--- src/rtl/fetch_pkg.sv ---
// Shared pipeline definitions for the fetch stage: FSM states, word size and the NOP encoding.
package fetch_pkg;
  typedef enum logic [1:0] {FETCH, DISCARD, STALL} fetch_state_e;
  localparam int unsigned WORD_BYTES = 4;
  localparam logic [31:0] NOP = 32'h0000_0013;
endpackage

--- src/rtl/fetch_skid_buffer.sv ---
// One-entry {instr, pc4} holding register that catches a word acked while decode is frozen.
module fetch_skid_buffer
  import fetch_pkg::*;
(
  input  logic        clk,
  input  logic        rst,
  input  logic        load,
  input  logic        unload,
  input  logic        flush,
  input  logic [31:0] instr_d,
  input  logic [31:0] pc4_d,
  output logic [31:0] instr_q,
  output logic [31:0] pc4_q,
  output logic        full
);
  always_ff @(posedge clk or negedge rst) begin
    if (!rst) begin
      full    <= 1'b0;
      instr_q <= '0;
      pc4_q   <= '0;
    end else if (flush || unload) begin
      full <= 1'b0;
    end else if (load) begin
      full    <= 1'b1;
      instr_q <= instr_d;
      pc4_q   <= pc4_d;
    end
  end
endmodule

--- src/rtl/fetch_stage.sv ---
// Instruction fetch with one outstanding req/ack memory request, freeze skid and branch redirect,
// feeding the IF/ID register.
module fetch_stage
  import fetch_pkg::*;
#(
  parameter logic [31:0] RESET_PC = 32'h0000_0000
) (
  input  logic        clk,
  input  logic        rst,
  input  logic        freeze,
  input  logic        branch_taken,
  input  logic [31:0] branch_addr,
  output logic        imem_req,
  output logic [31:0] imem_addr,
  input  logic        imem_ack,
  input  logic [31:0] imem_rdata,
  output logic        if_valid,
  output logic [31:0] if_instruction,
  output logic [31:0] if_pc
);
  fetch_state_e state;
  logic [31:0]  pc, target;
  logic [31:0]  pc4, br_tgt;
  logic         skid_load, skid_unload, skid_flush, skid_full;
  logic [31:0]  skid_instr, skid_pc4;

  assign pc4       = pc + 32'(WORD_BYTES);
  assign br_tgt    = branch_addr & ~32'h3;
  assign imem_addr = pc;
  assign imem_req  = rst && (state != STALL);

  assign skid_load   = (state == FETCH) && imem_ack && !branch_taken && freeze;
  assign skid_unload = (state == STALL) && !branch_taken && !freeze;
  assign skid_flush  = (state == STALL) && branch_taken;

  fetch_skid_buffer u_skid (
    .clk     (clk),
    .rst     (rst),
    .load    (skid_load),
    .unload  (skid_unload),
    .flush   (skid_flush),
    .instr_d (imem_rdata),
    .pc4_d   (pc4),
    .instr_q (skid_instr),
    .pc4_q   (skid_pc4),
    .full    (skid_full)
  );

  always_ff @(posedge clk or negedge rst) begin
    if (!rst) begin
      state          <= FETCH;
      pc             <= RESET_PC;
      target         <= '0;
      if_valid       <= 1'b0;
      if_instruction <= '0;
      if_pc          <= '0;
    end else begin
      unique case (state)
        FETCH: begin
          if (imem_ack) begin
            if (branch_taken) begin
              pc       <= br_tgt;
              if_valid <= 1'b0;
            end else if (!freeze) begin
              if_valid       <= 1'b1;
              if_instruction <= imem_rdata;
              if_pc          <= pc4;
              pc             <= pc4;
            end else begin
              pc    <= pc4;
              state <= STALL;
            end
          end else if (branch_taken) begin
            // The in-flight request cannot be aborted; remember where to go once it lands.
            target   <= br_tgt;
            if_valid <= 1'b0;
            state    <= DISCARD;
          end else if (!freeze) begin
            if_valid <= 1'b0;
          end
        end
        DISCARD: begin
          if_valid <= 1'b0;
          if (imem_ack) begin
            pc    <= branch_taken ? br_tgt : target;
            state <= FETCH;
          end else if (branch_taken) begin
            target <= br_tgt;
          end
        end
        STALL: begin
          if (branch_taken) begin
            pc       <= br_tgt;
            if_valid <= 1'b0;
            state    <= FETCH;
          end else if (!freeze) begin
            if_valid       <= 1'b1;
            if_instruction <= skid_instr;
            if_pc          <= skid_pc4;
            state          <= FETCH;
          end
        end
        default: state <= FETCH;
      endcase
    end
  end

  ack_without_req: assert property (@(posedge clk) disable iff (!rst) imem_ack |-> imem_req);
  stall_has_word:  assert property (@(posedge clk) disable iff (!rst) (state == STALL) |-> skid_full);
endmodule
--- config.mk ---
export PLATFORM = sky130hd
export DESIGN_NAME = fetch_stage
export DESIGN_NICKNAME = d
export VERILOG_FILES = /design/src/rtl/fetch_pkg.sv /design/src/rtl/fetch_skid_buffer.sv /design/src/rtl/fetch_stage.sv
export SDC_FILE = /design/constraint.sdc
export NUM_CORES = 1
export LEC_CHECK = 0
export BUFFER_PORTS_ARGS = -buffer_cell sky130_fd_sc_hd__buf_2
export CAP_MARGIN = 25
export CORE_ASPECT_RATIO = 1.1
export CORE_UTILIZATION = 60
export DETAILED_ROUTE_END_ITERATION = 8
export HOLD_SLACK_MARGIN = 0.03
export PLACE_DENSITY = 0.92
export SLEW_MARGIN = 20
export SYNTH_ARGS = -nofsm -noshare
export SYNTH_HDL_FRONTEND = slang
export SYNTH_SLANG_ARGS = --single-unit
--- constraint.sdc ---
create_clock -name clk -period 6.2 [get_ports clk]
set_clock_uncertainty 0.05 [all_clocks]
set_input_delay 0.31 -clock clk [delete_from_list [all_inputs] [get_ports clk]]
set_output_delay 0.31 -clock clk [all_outputs]
set_load 0.05 [all_outputs]
==> metrics <==
Pwr Density between 500 and 600 mW/mm2; post-DP HPWL 14630 um; routed length per placed instance 18.63 um; final hold vios 0; CTS clk-pin slew, worst paths about 0.06 ns; die area around 0.016 mm2; number of antenna violations at the first check in global routing 0; Final Core Density 0.7172; pin count of the biggest net entering global routing 87; Die W around 120 um; Slew Viols, Final 0; clk sinks around 200; total grt overflow 0; yosys synthesis warning count 0; core box area 0.01523 mm2; post-synth top area cell dfrtp_1; Avg Vias per Cell 6.221; layout cell share with drive strength beyond 1 0.2799; FMAX between 300 and 400 MHz; total power 6.475 mW; Crit Path Class flip-flop to flip-flop; post-synthesis sequential area ratio 0.5165; # port buffers about 160; final setup fails 0; number of synthesized register bits about 200; Mapped Area 0.009448 mm2; Die Y around 130 um; Max Cap Viol 0; Worst setup SP type flip-flop; worst-path fanout max 73; DR vias 7621; async set-reset flop share out of synthesis 1.000; Slew HR 0.3549; status finished, final reports clean; antenna viol nets, final 0; clock tree buffer depth 2; WP data required 6.48 ns; first-pass GRT wire length 36240 um; vias in the first global route ~7300; synthesized instance count slightly below 900; Hold Slack ~0.073 ns; synth top area cells dfrtp_1, mux2_2, nand2_1; post-cts resize count 0; most frequent cells in the layout dfrtp_1, buf_2, nand2_1; nets@finish 1092; worst slew pin tran 0.9677 ns; post-synth top area share 0.5165; final worst-path cycle share 0.5099; most common cell after layout, fill and taps aside dfrtp_1; CP Data Arrival Time between 3 and 4 ns; min cycle time layout between 3 and 4 ns; worst skew pair latency 0.43 ns; synth unique cells between 60 and 70; DRC viols 0; Total Wirelength 22820 um; VDD IR max 0.0003640 V; Initial Util 0.6203; GRT Total Usage 0.2872; Post-synth EDFFs 0; Clock Tree Root clkbuf_16; I/O Pins between 150 and 200; # fillers ~1000; TritonCTS buffer count 17; ANT cells 0; H-Tree Depth 4; Syn Area/Cell about 11 um2; Post-synth top flop dfrtp_1; Leak 5.006 nW; DR iter-0 viols around 650; DR pass1 iterations 6; CTS tree built; GP Congestion 0.8497; Hold Path Class primary input to flip-flop; row cnt 47; RSZ-0062 raised after global routing false; nature of the critical path endpoint flip-flop; syn nets between 900 and 1000; Area Overhead vs Synth 15.63%; setup tns final 0 ns
## Yosys cell counts (5+ instances only)
library cell  instances
and3_1                8
a221o_1               6
nor4_1                5
clkbuf_1             41
buf_2                10
o221ai_1             13
nor3_1               13
nand3_1              13
nand2b_1              9
nor2_1               26
a22o_1                5
xnor2_1              15
mux2i_1              46
inv_1                15
dfrtp_1             195
ha_1                  5
o21ai_0              96
a22oi_1               7
a221oi_1              8
a21oi_1              33
nand4_1              11
buf_1                10
a31oi_1              14
nand2_1             130
mux2_2               72
nor3b_1               5
xor2_1                8
## timing repair
action | in CTS | in global routing
hold buffers | 1 | 0
setup buffers | 0 | 0
endpoints found under the hold margin | 72 | 0
## registers in the layout, summed over array words and instances (netlist names)
| register | cells |
|---|---|
| if_instruction | 32 |
| if_pc | 32 |
| imem_addr | 32 |
| target | 32 |
| u_skid.instr_q | 32 |
| u_skid.pc4_q | 32 |
| state | 2 |
| if_valid | 1 |
## critical path, stage by stage (launching register included)
cell and delay (ns):
dfrtp_1 0.43, inv_1 0.14, ha_4 0.52, nand2b_1 0.14
a211o_4 0.60, buf_4 0.41, or2_2 0.48, o221ai_1 0.24
## path summary, 6_finish.rpt
kind / startpoint / to / slack [ns] / cells after the start
worst min register to register: if_pc[5]$_DFFE_PN0P_ / if_pc[5]$_DFFE_PN0P_ / 0.42 / 2
worst min-delay path: imem_rdata[9] / u_skid.instr_q[9]$_DFFE_PN0P_ / 0.07 / 2
max in group asynchronous: rst / target[21]$_DFFE_PN0P_ / 4.63 / 4
worst max-delay path: state[0]$_DFFE_PN0P_ / if_pc[30]$_DFFE_PN0P_ / 3.04 / 7
min in group asynchronous: rst / if_instruction[8]$_DFFE_PN0P_ / 0.40 / 2
worst max register to register: state[0]$_DFFE_PN0P_ / if_pc[30]$_DFFE_PN0P_ / 3.04 / 7
## report_power, final
group	leakage [nW]	internal (mW)	switching [mW]
sequential	2.41	1.86	0.465
combinational	2.32	0.940	2.10
clock	0.279	0.641	0.465
## cells by family (layout without fill, tap and decap cells)
kind of cell             after synthesis  count (layout)  synth area share
AND/OR/NAND/NOR                      241             241            0.1263
AO/OA/AOI/OAI                        227             227            0.1532
flip-flops                           195             195            0.5165
multiplexers                         118             118            0.1346
buffers and inverters                 86             220           0.04145
XOR/XNOR                              23              23           0.02132
adder cells (fa/ha/maj)                5               5          0.006622
## final cells by class
type                            count  area, um2  area share
Tap cell                          196      245.2     0.02245
Multi-Input combinational cell    614       4210      0.3854
Timing Repair Buffer              175      949.7     0.08693
Clock inverter                      9      132.6     0.01214
Inverter                           15      56.30    0.005154
Clock buffer                       21      450.4     0.04123
Sequential cell                   195       4880      0.4467
## layer usage
layer,vias to the layer above,share of wire,track usage
li1,3470,-,-
met1,3720,0.42,0.3860
met2,389,0.49,0.4631
met3,42,0.075,0.05651
met4,0,0.018,0.1029
met5,-,0,0
## through the flow
step / instances / cell area, um2 / setup WS (ns)
6_report: 1225 / 10920 / 3.038
5_1_grt: 1225 / 10920 / 2.859
4_1_cts: 1222 / 10870 / 3.054
3_5_place_dp: 1191 / 10270 / 3.076
3_3_place_gp: 1191 / 10270 / 3.129
2_1_floorplan: 895 / 9448 / 3.852
Note: power is estimated with default switching activity, not from simulation.
